[src/rtl/scale_ctrl_pkg.sv]
// Shared types and constants for the scaling-engine sequencer.
package scale_ctrl_pkg;

  localparam int ADDR_W = 16;
  localparam int PIX_W  = 8;

  localparam logic [1:0] ERR_OK      = 2'd0;
  localparam logic [1:0] ERR_OPCODE  = 2'd1;
  localparam logic [1:0] ERR_TIMEOUT = 2'd2;

  typedef enum logic [2:0] {
    ST_IDLE,
    ST_ARM,
    ST_RUN,
    ST_DRAIN,
    ST_DONE
  } state_t;

endpackage

[src/rtl/scale_wr_pipe.sv]
// DEPTH-stage shift register carrying {valid, addr} so framebuffer writes line up
// with the source memory's read latency; flush drops everything in flight.
module scale_wr_pipe
  import scale_ctrl_pkg::*;
#(
  parameter int DEPTH = 1
) (
  input  logic              clk,
  input  logic              reset,
  input  logic              flush_i,
  input  logic              valid_i,
  input  logic [ADDR_W-1:0] addr_i,
  output logic              valid_o,
  output logic [ADDR_W-1:0] addr_o
);

  logic [DEPTH-1:0]  valid_q;
  logic [ADDR_W-1:0] addr_q [DEPTH];

  always_ff @(posedge clk or posedge reset) begin
    if (reset) begin
      valid_q <= '0;
      for (int i = 0; i < DEPTH; i++) addr_q[i] <= '0;
    end else if (flush_i) begin
      valid_q <= '0;
      for (int i = 0; i < DEPTH; i++) addr_q[i] <= '0;
    end else begin
      valid_q[0] <= valid_i;
      addr_q[0]  <= addr_i;
      for (int i = 1; i < DEPTH; i++) begin
        valid_q[i] <= valid_q[i-1];
        addr_q[i]  <= addr_q[i-1];
      end
    end
  end

  assign valid_o = valid_q[DEPTH-1];
  assign addr_o  = addr_q[DEPTH-1];

endmodule

[src/rtl/scale_ctrl.sv]
// Sequencer and framebuffer-port owner for the image-scaling engines.
// Define SCALE_CTRL_TIMEOUT_EN to add the RUN-state timeout counter.
module scale_ctrl
  import scale_ctrl_pkg::*;
#(
  parameter int NUM_ENG     = 4,
  parameter int RD_LAT      = 1,
  parameter int TIMEOUT_CYC = 20000
) (
  input  logic                      clk,
  input  logic                      reset,
  input  logic                      cmd_valid,
  output logic                      cmd_ready,
  input  logic [2:0]                cmd_op,
  output logic [NUM_ENG-1:0]        eng_enable,
  input  logic [NUM_ENG-1:0]        eng_done,
  input  logic [ADDR_W*NUM_ENG-1:0] eng_read_addr,
  input  logic [ADDR_W*NUM_ENG-1:0] eng_write_addr,
  input  logic [PIX_W*NUM_ENG-1:0]  eng_pixel_out,
  output logic [ADDR_W-1:0]         mem_rd_addr,
  output logic [ADDR_W-1:0]         mem_wr_addr,
  output logic [PIX_W-1:0]          mem_wr_data,
  output logic                      mem_wr_en,
  output logic                      fb_busy,
  output logic                      op_done,
  output logic [1:0]                err_code
);

  state_t            state_q, state_d;
  logic [2:0]        sel_q, sel_d;
  logic [1:0]        err_q, err_d;
  logic [2:0]        drainCnt_q, drainCnt_d;
  logic              flush;
  logic              inRun;
  logic              timeoutHit;
  logic [ADDR_W-1:0] selRdAddr, selWrAddr;
  logic [PIX_W-1:0]  selPixel;
  logic              selDone;
  logic              pipeValid;
  logic [ADDR_W-1:0] pipeAddr;

  assign inRun = (state_q == ST_RUN);

  always_comb begin
    selRdAddr = '0;
    selWrAddr = '0;
    selPixel  = '0;
    selDone   = 1'b0;
    for (int i = 0; i < NUM_ENG; i++) begin
      if (sel_q == 3'(i)) begin
        selRdAddr = eng_read_addr[i*ADDR_W +: ADDR_W];
        selWrAddr = eng_write_addr[i*ADDR_W +: ADDR_W];
        selPixel  = eng_pixel_out[i*PIX_W +: PIX_W];
        selDone   = eng_done[i];
      end
    end
  end

`ifdef SCALE_CTRL_TIMEOUT_EN
  logic [15:0] toCnt_q;

  always_ff @(posedge clk or posedge reset) begin
    if (reset)       toCnt_q <= '0;
    else if (!inRun) toCnt_q <= '0;
    else             toCnt_q <= toCnt_q + 16'd1;
  end

  assign timeoutHit = inRun && (toCnt_q == 16'(TIMEOUT_CYC - 1));
`else
  assign timeoutHit = 1'b0;
`endif

  always_ff @(posedge clk or posedge reset) begin
    if (reset) begin
      state_q    <= ST_IDLE;
      sel_q      <= '0;
      err_q      <= ERR_OK;
      drainCnt_q <= '0;
    end else begin
      state_q    <= state_d;
      sel_q      <= sel_d;
      err_q      <= err_d;
      drainCnt_q <= drainCnt_d;
    end
  end

  // A completed engine outranks a timeout that lands on the same cycle.
  always_comb begin
    state_d    = state_q;
    sel_d      = sel_q;
    err_d      = err_q;
    drainCnt_d = drainCnt_q;
    flush      = 1'b0;
    case (state_q)
      ST_IDLE: begin
        if (cmd_valid) begin
          sel_d = cmd_op;
          if (32'(cmd_op) >= NUM_ENG) begin
            err_d   = ERR_OPCODE;
            state_d = ST_DONE;
          end else begin
            err_d   = ERR_OK;
            state_d = ST_ARM;
          end
        end
      end
      ST_ARM: state_d = ST_RUN;
      ST_RUN: begin
        if (selDone) begin
          drainCnt_d = '0;
          state_d    = ST_DRAIN;
        end else if (timeoutHit) begin
          flush   = 1'b1;
          err_d   = ERR_TIMEOUT;
          state_d = ST_DONE;
        end
      end
      ST_DRAIN: begin
        if (drainCnt_q == 3'(RD_LAT - 1)) state_d = ST_DONE;
        else                              drainCnt_d = drainCnt_q + 3'd1;
      end
      ST_DONE: state_d = ST_IDLE;
      default: state_d = ST_IDLE;
    endcase
  end

  scale_wr_pipe #(.DEPTH(RD_LAT)) u_wr_pipe (
    .clk     (clk),
    .reset   (reset),
    .flush_i (flush),
    .valid_i (inRun && !selDone && !flush),
    .addr_i  (inRun ? selWrAddr : '0),
    .valid_o (pipeValid),
    .addr_o  (pipeAddr)
  );

  always_comb begin
    eng_enable = '0;
    for (int i = 0; i < NUM_ENG; i++) begin
      eng_enable[i] = inRun && (sel_q == 3'(i));
    end
  end

  assign cmd_ready   = (state_q == ST_IDLE);
  assign mem_rd_addr = inRun ? selRdAddr : '0;
  assign mem_wr_en   = pipeValid;
  assign mem_wr_addr = pipeAddr;
  assign mem_wr_data = pipeValid ? selPixel : '0;
  assign op_done     = (state_q == ST_DONE);
  assign err_code    = op_done ? err_q : ERR_OK;
  // A rejected opcode never touches the framebuffer, so the display stays free.
  assign fb_busy     = (state_q != ST_IDLE) && !(op_done && (err_q == ERR_OPCODE));

endmodule

[config.mk]
export PLATFORM = sky130hd
export DESIGN_NAME = scale_ctrl
export DESIGN_NICKNAME = d
export VERILOG_FILES = /design/src/rtl/scale_ctrl_pkg.sv /design/src/rtl/scale_wr_pipe.sv /design/src/rtl/scale_ctrl.sv
export SDC_FILE = /design/constraint.sdc
export NUM_CORES = 1
export LEC_CHECK = 0
export BUFFER_PORTS_ARGS = -buffer_cell sky130_fd_sc_hd__clkbuf_2
export CAP_MARGIN = 15
export CORE_UTILIZATION = 36
export DETAILED_ROUTE_END_ITERATION = 10
export PLACE_DENSITY = 0.88
export REMOVE_ABC_BUFFERS = 1
export SLEW_MARGIN = 10
export SYNTH_ARGS = -nofsm -noshare
export SYNTH_HDL_FRONTEND = slang
export SYNTH_HIERARCHICAL = 1
export SYNTH_SLANG_ARGS = --single-unit
[constraint.sdc]
create_clock -name clk -period 1.4 [get_ports clk]
set_input_delay 0.14 -clock clk [delete_from_list [all_inputs] [get_ports clk]]
set_output_delay 0.14 -clock clk [all_outputs]
set_load 0.02 [all_outputs]
======== After elaboration in Yosys (flattened, before gate mapping) ========
Index checks and enable logic that the tools add are counted.
cells by class
  add/subtract/negate cells ............... 1
  multipliers ............................. 0
  div/mod/pow operators ................... 0
  $lt $le $gt $ge ......................... 1
  equality and inequality tests ........... 12
  shifts and indexed selects .............. 0
  mux-type cells .......................... 29
  bitwise gates (word level) .............. 0
  reductions and logical operators ........ 17
operator list
  cell                 number
  $mux 16              10
  $mux 8               5
  $mux 3               6
  $eq 3x2->1 const B   4
  $pmux 3 s4           1
  $logic_not 3->1      3
  $logic_and 1x1->1    7
  $eq 3x1->1 const B   2
  $ne 2x2->1 const B   3
  $pmux 3 s2           1
  $reduce_and 3->1     2
  $mux 1               5
  $add 3x1->3 const B  1
  $eq 3x3->1 const B   1
  $ge 3x3->1 const B   1
  $reduce_bool 3->1    1
  $eq 2x1->1 const B   1
  $logic_not 1->1      2
  $mux 2               1
  $ne 2x1->1 const B   1
  $reduce_and 2->1     1
  $reduce_bool 2->1    1
word-level totals
  flip-flop bits (word level) ............. 28
  latch bits .............................. 0
  memory bits (writable) .................. 0
  memory bits (read-only) ................. 0
  bits of input ports ..................... 170
  output and inout port bits .............. 50
  word-level logic and storage cells ...... 66
  memories ................................ 0

======== Logic depth before layout (Yosys ltp) ========
  depth after elaboration ................. 7
  mapped depth ............................ 7

======== Hierarchy ========
The synthesis kept the hierarchy.
modules (own cells, without submodules)
  module         times used  cells an instance  area each (um2)
  scale_ctrl     1           247                2074.5
  scale_wr_pipe  1           36                 564.3

======== Worst setup path before layout ========
OpenSTA, ideal clock, no wires.
  path kind ............................... reg2out
  from .................................... reg sel_q[0]
  to ...................................... out eng_enable[0]
  data arrival time ....................... 1.417 ns
  data required time ...................... 1.260 ns
  path slack .............................. -0.157 ns
  stages on the path, launching flop included .. 5
  path through ............................ dfrtp_1 > or2_1 > buf_6 > clkbuf_1 > nor3_1
between the ends
  word-level cells in the longest chain between the ends .. 2
RTL lines
  what                    line               text
  from (decl)             scale_ctrl.sv:30   logic [2:0] sel_q, sel_d;
  from (signal assigned)  scale_ctrl.sv:81   sel_q <= sel_d;
  $logic_not 3->1         scale_ctrl.sv:140  eng_enable[i] = inRun && (sel_q == 3'(i));
  $logic_and 1x1->1       scale_ctrl.sv:140
  to (decl)               scale_ctrl.sv:15   output logic [NUM_ENG-1:0] eng_enable,
Every way passes these cells.

======== Worst setup path in the final report ========
  from .................................... reg sel_q[1]
  to ...................................... out mem_rd_addr[0]
between the ends
  word-level cells in the longest chain between the ends .. 6
  elaborated cells on any way between the ends .. 9
RTL lines
  what                  line               text
  $logic_not 3->1       scale_ctrl.sv:50   if (sel_q == 3'(i)) begin
  $mux 16 (3 in a row)  scale_ctrl.sv:50
  $mux 16 (*)           scale_ctrl.sv:50
  $mux 16 (*)           scale_ctrl.sv:145  assign mem_rd_addr = inRun ? selRdAddr : '0;
  to (decl)             scale_ctrl.sv:20   output logic [ADDR_W-1:0] mem_rd_addr,
Every way passes the cells marked *; elsewhere a longest branch is shown, timed or not.

==> qor.csv <==
metric,value,unit
setup violators final,55,
Static Leak,2.555,nW
Max Clock Skew,0.006346,ns
"CP delay by family, top",flip-flops,
Worst-path clk slew,0.10,ns
crit-path most repeated cell,buf_12,
vias per inst,5.220,
Post-Syn Instances,283,
fmax,542.5,MHz
Final TNS setup,-13.91,ns
worst hold path class,input port to flip-flop,
violated checks,negative setup slack,
sequential area share after synthesis,25.60,%
Max Slew Vio Count,0,
IO Port Bufs,218,
required time worst endpoint,1.26,ns
power density over cell area,1994,nW/um^2
"Distinct cells, synth",38,
synthesized area per cell,9.324,sq um
Clk pwr share,5.0,%
CP Capture Type,output pin,
Sw Share,44.05,%
outcome,"finished, violations left",
total chip power,9.295,mW
TritonRoute pass-1 iters,4,
Comb power frac,81.5,%
Die Area,7676,sq um
layout cells sized above 1,59.14,%
Critical Path Source Type,flip-flop,
Crit path arrival time,1.70,ns
DRC viols,0,
Routed Antenna Nets,0,
GRT overflow,0,
sequential power share,13.5,%
GP Congestion,0.8371,
hold slack final,0.09853,ns
Inserted Clock Buffers,3,
CTS tree,done,
critical path's slowest cell,dfrtp_4,
average wire per standard cell,17.39,um
hold violation total from the final report,0,
prevailing post-synth register cell,dfrtp_1,
vias in the first global route,3139,
pin count of the biggest net entering global routing,26,
min cycle time layout,1.843,ns
synth-to-layout area growth,76.62,%
die height,87.62,um
"slowest stage delay, CP",0.51,ns
clock sink total,27,
ANT cells,0,
H-tree lvl count,1,
Die Width,87.62,um
DP Worst Slack,-0.2035,ns
number of synthesized flops with an enable pin,0,
asr flop ratio synth,100.0,%
global-route wire length before repair,14570,um
Routed Wire Length,10990,um
Peak VDD IR,0.0008404,V
DR vias,3299,
core box area,6944,sq um
design area,4661,sq um
P_int,5.201,mW
initial antenna violation count,0,
maxcap violations,0,
crit-path cells,"buf_12, buf_12, mux2i_1, o22a_1, nor2_1, buf_4",
row cnt,30,
Yosys reg bits,27,
Initial Util,38.00,%
synth warn,6,
Sw Pwr,4.094,mW
CP max FO,17,
Final nets,709,
Initial DRC Count,156,
placed inst area,3968,sq um
final worst-path cycle share,131.7,%
Mapped Area,2639,sq um
Clock Tree Buf Depth,2,
I/O Pins,220,
Root Buffer,clkbuf_8,
Crit Path Class,flip-flop to output pin,
dpl hpwl,7441,um
fin worst setup slack,-0.4434,ns
worst skew pair latency,0.28,ns
Tot GR Track Use,24.68,%
RSZ-0062 raised after global routing,yes,
WP buf/inv,3,
[state kept, by name, summed over array words and instances, names as in the netlist]
| register | count |
|---|---|
| u_wr_pipe/addr_o | 16 |
| drainCnt_q | 3 |
| sel_q | 3 |
| state_q | 3 |
| err_q | 1 |
| u_wr_pipe/valid_o | 1 |
[path summary, 6_finish.rpt]
path                                            from                   endpoint  slack [ns]  cells after the start
worst max register to register  sel_q[1]$_DFFE_PP0P_  drainCnt_q[2]$_DFFE_PP0P_       -0.24                      6
worst min-delay path                       cmd_op[1]       sel_q[1]$_DFFE_PP0P_         0.1                      2
min in group asynchronous                      reset  drainCnt_q[2]$_DFFE_PP0P_        0.39                      3
worst min register to register  err_q[0]$_DFFE_PP0P_       err_q[0]$_DFFE_PP0P_        0.55                      1
max in group asynchronous                      reset       sel_q[1]$_DFFE_PP0P_        0.68                      3
worst max-delay path            sel_q[1]$_DFFE_PP0P_             mem_rd_addr[0]       -0.44                      6
[power by group through the flow]
stage	clock network [mW]	registers [mW]	logic, mW
floorplan	0	1.54	2.67
global placement	0	1.29	5.39
detailed placement	0	1.30	5.56
CTS	0.474	1.27	6.48
global route	0.514	1.28	7.97
finish	0.467	1.26	7.57
[placed cells by master, fill, tap and decap left out, drive strengths merged, types with 2 or more instances in the layout]
cell type / instances
a211o: 2
a21oi: 2
and2: 8
and2b: 7
and3: 2
buf: 78
clkbuf: 192
conb: 9
dfrtp: 27
ha: 2
inv: 6
mux2: 4
mux2i: 82
nand2: 4
nand2b: 2
nor2: 37
nor2b: 11
nor3: 5
o22a: 32
o22ai: 8
[final cells by class]
class | count | area (sq um)
Tap cell | 96 | 120.1
Inverter | 6 | 22.52
Sequential cell | 27 | 683.2
Timing Repair Buffer | 268 | 1839
Clock inverter | 1 | 7.507
Clock buffer | 3 | 41.29
Fill cell | 534 | 2283
Multi-Input combinational cell | 231 | 1947
[cell usage after synthesis (5+ instances only)]
master    instances  area, sq um
mux2i_1          82        820.8
o22a_1           32        280.3
buf_2             6        30.03
and2b_2           7        61.31
o22ai_1           8        50.05
nor2_1           37        138.9
clkbuf_1         11        41.29
nor2b_1          11        68.82
and2_1            8        50.05
dfrtp_1          27        675.7
buf_6             8        90.09
inv_1             5        18.77
[what timing repair did]
item,CTS,global route
hold buffers,1,0
cloned,2,3
endpoints found under the hold margin,27,0
pin swaps,5,28
setup buffers,10,12
endpoints found under the setup margin,50,58
resized for setup,46,100
[per-stage QoR]
| step | cells | utilization, % |
|---|---|---|
| after CTS | 621 | 62.20 |
| after detailed placement | 604 | 57.14 |
| after global placement | 604 | 57.14 |
| final | 632 | 67.12 |
| after floorplan | 264 | - |
| after global routing | 632 | 67.12 |
[cell families (layout without fill, tap and decap cells)]
family	after synthesis	count (layout)	synth area share, %
XOR/XNOR	1	1	0.3320
flip-flops	27	27	25.60
adder cells (fa/ha/maj)	2	2	0.9482
AND/OR/NAND/NOR	81	81	16.36
multiplexers	86	86	32.81
AO/OA/AOI/OAI	52	52	16.26
buffers and inverters	33	278	7.539
other	1	9	0.1421
[per-layer routing]
metal | share of wire (%) | vias to the layer above | GRT usage [%]
met4 | 3.4 | 0 | 10.13
met5 | 0 | - | 0
met1 | 37 | 1565 | 25.48
met2 | 53 | 179 | 48.79
li1 | - | 1520 | -
met3 | 6.8 | 35 | 4.147
[worst reg2reg max path, delay by kind of cell (launching register included)]
kind | cells | cell delay (ns)
mux | 1 | 0.18
flops | 1 | 0.51
compound gates | 2 | 0.49
buf+inv | 3 | 0.37
(Power assumes the default switching activity.)
